File: config.mk
export PLATFORM = sky130hd
export DESIGN_NAME = pc_upstream_arbiter
export DESIGN_NICKNAME = d
export VERILOG_FILES = /design/src/rtl/pc_upstream_arbiter.sv
export SDC_FILE = /design/constraint.sdc
export NUM_CORES = 1
export LEC_CHECK = 0
export BUFFER_PORTS_ARGS = -buffer_cell sky130_fd_sc_hd__buf_2
export CORE_UTILIZATION = 43
export DETAILED_ROUTE_END_ITERATION = 8
export PLACE_DENSITY = 0.79
export SYNTH_ARGS = -nofsm -noshare
export SYNTH_HDL_FRONTEND = slang
export SYNTH_SLANG_ARGS = --single-unit
File: constraint.sdc
create_clock -name clk -period 1.9 [get_ports clk]
set_input_delay 0 -clock clk [delete_from_list [all_inputs] [get_ports clk]]
set_output_delay 0 -clock clk [all_outputs]
set_load 0.02 [all_outputs]
File: src/rtl/pc_upstream_arbiter.sv
// Round-robin merge of four payload channels into one coded upstream word stream.
// Defining PC_ARB_NOP_FILL_EN adds an idle-timeout nop word generator.
module pc_upstream_arbiter #(
    parameter int unsigned NCODE        = 8,
    parameter int unsigned NPAYLOAD     = 24,
    parameter int unsigned MAX_BURST    = 16,
    parameter int unsigned CODE0        = 0,
    parameter int unsigned CODE1        = 1,
    parameter int unsigned CODE2        = 2,
    parameter int unsigned CODE3        = 3,
    parameter int unsigned NOP_CODE     = 64,
    parameter int unsigned IDLE_TIMEOUT = 256
) (
    input  logic                      clk,
    input  logic                      reset,
    input  logic                      in0_v,
    output logic                      in0_a,
    input  logic [NPAYLOAD-1:0]       in0_d,
    input  logic                      in1_v,
    output logic                      in1_a,
    input  logic [NPAYLOAD-1:0]       in1_d,
    input  logic                      in2_v,
    output logic                      in2_a,
    input  logic [NPAYLOAD-1:0]       in2_d,
    input  logic                      in3_v,
    output logic                      in3_a,
    input  logic [NPAYLOAD-1:0]       in3_d,
    output logic                      out_v,
    input  logic                      out_a,
    output logic [NCODE+NPAYLOAD-1:0] out_d,
    output logic [1:0]                grant_idx
);

    localparam int unsigned BW = $clog2(MAX_BURST + 1);
    localparam logic [BW-1:0] BURST_LAST = BW'(MAX_BURST - 1);

    typedef enum logic {IDLE, GRANT} state_t;

    state_t                    state, state_nxt;
    logic [1:0]                last, last_nxt, grant_nxt, rr_sel;
    logic [BW-1:0]             burst_cnt, burst_nxt;
    logic                      out_v_nxt;
    logic [NCODE+NPAYLOAD-1:0] out_d_nxt, load_d;
    logic [3:0]                in_v, in_a;
    logic [NPAYLOAD-1:0]       in_d [4];
    logic [NCODE-1:0]          code [4];
    logic                      src_v, out_free, accept, load, found;

`ifdef PC_ARB_NOP_FILL_EN
    localparam int unsigned IW = $clog2(IDLE_TIMEOUT + 1);
    localparam logic [IW-1:0] IDLE_LAST = IW'(IDLE_TIMEOUT);
    logic [IW-1:0] idle_cnt, idle_nxt;
`endif

    assign in_v    = {in3_v, in2_v, in1_v, in0_v};
    assign in_d[0] = in0_d;
    assign in_d[1] = in1_d;
    assign in_d[2] = in2_d;
    assign in_d[3] = in3_d;
    assign code[0] = NCODE'(CODE0);
    assign code[1] = NCODE'(CODE1);
    assign code[2] = NCODE'(CODE2);
    assign code[3] = NCODE'(CODE3);
    assign in0_a   = in_a[0];
    assign in1_a   = in_a[1];
    assign in2_a   = in_a[2];
    assign in3_a   = in_a[3];

    always_ff @(posedge clk) begin
        if (reset) begin
            state     <= IDLE;
            grant_idx <= 2'd0;
            last      <= 2'd3;
            burst_cnt <= '0;
            out_v     <= 1'b0;
            out_d     <= '0;
`ifdef PC_ARB_NOP_FILL_EN
            idle_cnt  <= '0;
`endif
        end else begin
            state     <= state_nxt;
            grant_idx <= grant_nxt;
            last      <= last_nxt;
            burst_cnt <= burst_nxt;
            out_v     <= out_v_nxt;
            out_d     <= out_d_nxt;
`ifdef PC_ARB_NOP_FILL_EN
            idle_cnt  <= idle_nxt;
`endif
        end
    end

    always_comb begin
        rr_sel    = 2'd0;
        found     = 1'b0;
        state_nxt = state;
        grant_nxt = grant_idx;
        last_nxt  = last;
        burst_nxt = burst_cnt;
        in_a      = '0;

        // Search starts one past the last released source, wrapping mod 4.
        for (int unsigned i = 1; i <= 4; i++) begin
            if (!found && in_v[last + 2'(i)]) begin
                rr_sel = last + 2'(i);
                found  = 1'b1;
            end
        end

        src_v    = in_v[grant_idx];
        out_free = !out_v || out_a;
        accept   = (state == GRANT) && src_v && out_free;
        if (accept && !reset) in_a[grant_idx] = 1'b1;

        case (state)
            IDLE: begin
                if (|in_v) begin
                    state_nxt = GRANT;
                    grant_nxt = rr_sel;
                    burst_nxt = '0;
                end
            end
            GRANT: begin
                if (!src_v) begin
                    state_nxt = IDLE;
                    last_nxt  = grant_idx;
                end else if (accept) begin
                    burst_nxt = burst_cnt + BW'(1);
                    if (burst_cnt == BURST_LAST) begin
                        state_nxt = IDLE;
                        last_nxt  = grant_idx;
                    end
                end
            end
        endcase

        load   = accept;
        load_d = {code[grant_idx], in_d[grant_idx]};

`ifdef PC_ARB_NOP_FILL_EN
        idle_nxt = '0;
        if ((state == IDLE) && !(|in_v) && out_free) begin
            if (idle_cnt == IDLE_LAST) begin
                load   = 1'b1;
                load_d = {NCODE'(NOP_CODE), {NPAYLOAD{1'b0}}};
            end else begin
                idle_nxt = idle_cnt + IW'(1);
            end
        end
`endif

        out_v_nxt = out_v;
        out_d_nxt = out_d;
        if (load) begin
            out_v_nxt = 1'b1;
            out_d_nxt = load_d;
        end else if (out_a) begin
            out_v_nxt = 1'b0;
        end
    end

endmodule

==> summary.md <==
| Metric | Value |
|---|---|
| Design Power | `2200 uW` |
| Worst path required time | `1.90 ns` |
| Die Area | `approximately 5600 um^2` |
| Synth Area in Compound Gates | `0.102` |
| Synth warnings | `0` |
| Post-CTS Hold Fix Bufs | `0` |
| DRC | `0` |
| Largest net degree at the start of global routing | `43` |
| Initial antenna violation count | `0` |
| Rel. slew slack | `0.480` |
| Sequential area share after synthesis | `0.322` |
| Final wirelength | `6.06 mm` |
| Area of the multi-input gates | `~1400 um^2` |
| VDD IR max | `0.358 mV` |
| Maximum capacitance violations | `0` |
| Synth Area in Adders | `0.0109` |
| Top-level I/O count | `142` |
| Largest family of logic cells by synthesized area | `multiplexers` |
| Crit Path Max Fanout | `31` |
| Drt first pass iters | `4` |
| Avg Synthesized Cell Area | `9.74 um^2` |
| Vias in the first global route | `approximately 2000` |
| Placed cells | `420` |
| Vias per cell | `about 5.2` |
| Clock root buffer | `clkbuf_8` |
| Gp weighted congestion | `0.767` |
| Filler cells | `471` |
| Most frequent cells in the layout | `buf_2, nand2_1, dfxtp_1, a21oi_1, mux4_2` |
| Number of library cell types mapped by synthesis | `36` |
| Max frequency | `0.549 GHz` |
| Setup CP Type | `reg2out` |
| Area of the mapped netlist | `2300 um^2` |
| Ant diodes | `0` |
| Worst-margin pin slew | `roughly 0.78 ns` |
| Global route overflow | `0` |
| Overall routing resource usage | `0.207` |
| Setup TNS Final | `0 ns` |
| Reg area | `743 um^2` |
| Post-DP HPWL | `4.28 mm` |
| Multiplexer share of the synthesized area | `0.272` |
| Pwr Density | `716 nW/um^2` |
| Die H | `75.1 um` |
| Commonest non-fill, non-tap cell in the layout | `buf_2` |
| Startpoint Class | `flop` |
| Num CTS Buffers | `5` |
| CP endpoint kind | `output pin` |
| Routed length per instance | `14.1 um` |
| Clock Skews | `between 0.008 and 0.009 ns` |
| First-pass GRT wire length | `between 8 and 9 mm` |
| RSZ-0062 raised after global routing | `false` |
| Finish-stage setup viols | `0` |
| Input/output buffers | `roughly 140` |
| Fin util | `0.597` |
| Hold crit path type | `in2reg` |
| Xor/xnor share of the synthesized area | `0.00762` |
| Max-slew violations | `0` |
| Final #Nets | `466` |
| Clock Latency Late Sink | `a little under 0.3 ns` |
| Final min period | `1.82 ns` |
| Die Wd | `roughly 75 um` |
| Status | `finished, final reports clean` |
| CTS Buffer Depth | `2` |
| Starting DRT DRC Count | `60` |
| Final hold viol count | `0` |
| Synth Register Bits | `37` |
| Core ar. | `5140 um^2` |
| Row cnt | `26` |
| Synth Area in Simple Gates | `0.199` |
| Leakage Power | `0.00139 uW` |
| Starting Density | `0.447` |
| Finished Layout Cells | `431` |
| Syn Inst Count | `roughly 240` |
| Critical path data arrival time | `1.82 ns` |
| R2R Setup Slk | `0.12 ns` |
| Period utilization | `0.959` |
| Post-route ant nets | `0` |
| CTS tree | `yes` |
| Share of layout cells above drive strength 1 | `0.560` |
| Clock-pin slew on the worst setup and hold paths | `0.07 ns` |
| # clock sinks | `37` |
| Vias | `approximately 2200` |
| Layout area overhead | `33.4%` |
| H-tree depth | `2` |
## power breakdown
part	switching, uW	internal, uW
clock network	268	288
registers	48.6	841
logic	390	360
## critical path: stages (launching register included)
cell and delay (ns):
dfxtp_2 0.37, mux4_2 0.57, nand3_2 0.14, buf_12 0.19
nor4b_2 0.06, buf_2 0.19
## registers in the layout (all words and copies together) (netlist names)
name       flops
burst_cnt      5
last           2
grant_idx      2
state          1
out_d         26
out_v          1
## Yosys cell counts
library cell  count  area, um^2
dfxtp_1          37         741
nand2_1          37         139
a21oi_1          31         155
mux4_2           25         563
nand2_2          20         125
clkbuf_1         12        45.0
buf_4             9        67.6
nor2_1            6        22.5
buf_2             5        25.0
nand2b_1          5        31.3
buf_6             4        45.0
mux2i_1           4        40.0
nand3_1           4        20.0
inv_1             3        11.3
nand4_1           3        18.8
nor3_1            3        15.0
a21o_1            2        15.0
a311oi_1          2        17.5
and3_1            2        12.5
ha_1              2        25.0
mux2_2            2        22.5
nor4_1            2        12.5
nor4b_1           2        17.5
xor2_1            2        17.5
a211o_1           1        8.76
a21boi_1          1        7.51
and3_4            1        11.3
and4b_1           1        10.0
conb_1            1        3.75
nand3_2           1        10.0
nor2b_1           1        6.26
o21ai_0           1        5.00
o221ai_1          1        8.76
o22a_1            1        8.76
o2bb2ai_1         1        8.76
or2_2             1        6.26
## final timing paths
kind                                                  end  cells after the start                       from
worst max register to register      out_d[3]$_SDFFE_PP0P_                      5  grant_idx[1]$_SDFFE_PP0P_
worst max-delay path                                in1_a                      5  grant_idx[1]$_SDFFE_PP0P_
worst min register to register      out_d[1]$_SDFFE_PP0P_                      2      out_d[1]$_SDFFE_PP0P_
worst min-delay path            grant_idx[0]$_SDFFE_PP0P_                      3                      in0_v
## area by class of cell
cell class	count	share of cell area
Tap cell	70	0.0286
Clock buffer	7	0.0282
Sequential cell	37	0.242
Inverter	3	0.00367
Timing Repair Buffer	142	0.242
Multi-Input combinational cell	172	0.456
## routing by layer
| layer | up-vias | global-route usage | wire (um) |
|---|---|---|---|
| met2 | 109 | 0.392 | 3150 |
| met5 | - | 0 | 0 |
| met3 | 2 | 0.0469 | 441 |
| li1 | 1087 | - | - |
| met4 | 0 | 0.0700 | 40 |
| met1 | 1024 | 0.226 | 2430 |
## kinds of logic (layout without fill, tap and decap cells)
group	count (synthesis)	in the layout
other	1	6
adder cells (fa/ha/maj)	2	2
buffers and inverters	33	152
flip-flops	37	37
AO/OA/AOI/OAI	41	41
AND/OR/NAND/NOR	89	90
XOR/XNOR	2	2
multiplexers	31	31
## through the flow
step,hold slack [ns],area (um^2),setup slack [ns]
2_1_floorplan,0.183,2320,0.0671
3_3_place_gp,0.342,2940,0.214
3_5_place_dp,0.351,2940,0.179
4_1_cts,0.0435,3060,0.00882
5_1_grt,0.0756,3070,0.00256
6_report,0.0583,3070,0.0784
## repair_timing
item	in CTS	in global routing
cloned	1	0
resized for setup	0	2
setup buffers	3	0
endpoints found under the setup margin	2	4
pin swaps	0	0
(Power assumes the default switching activity.)
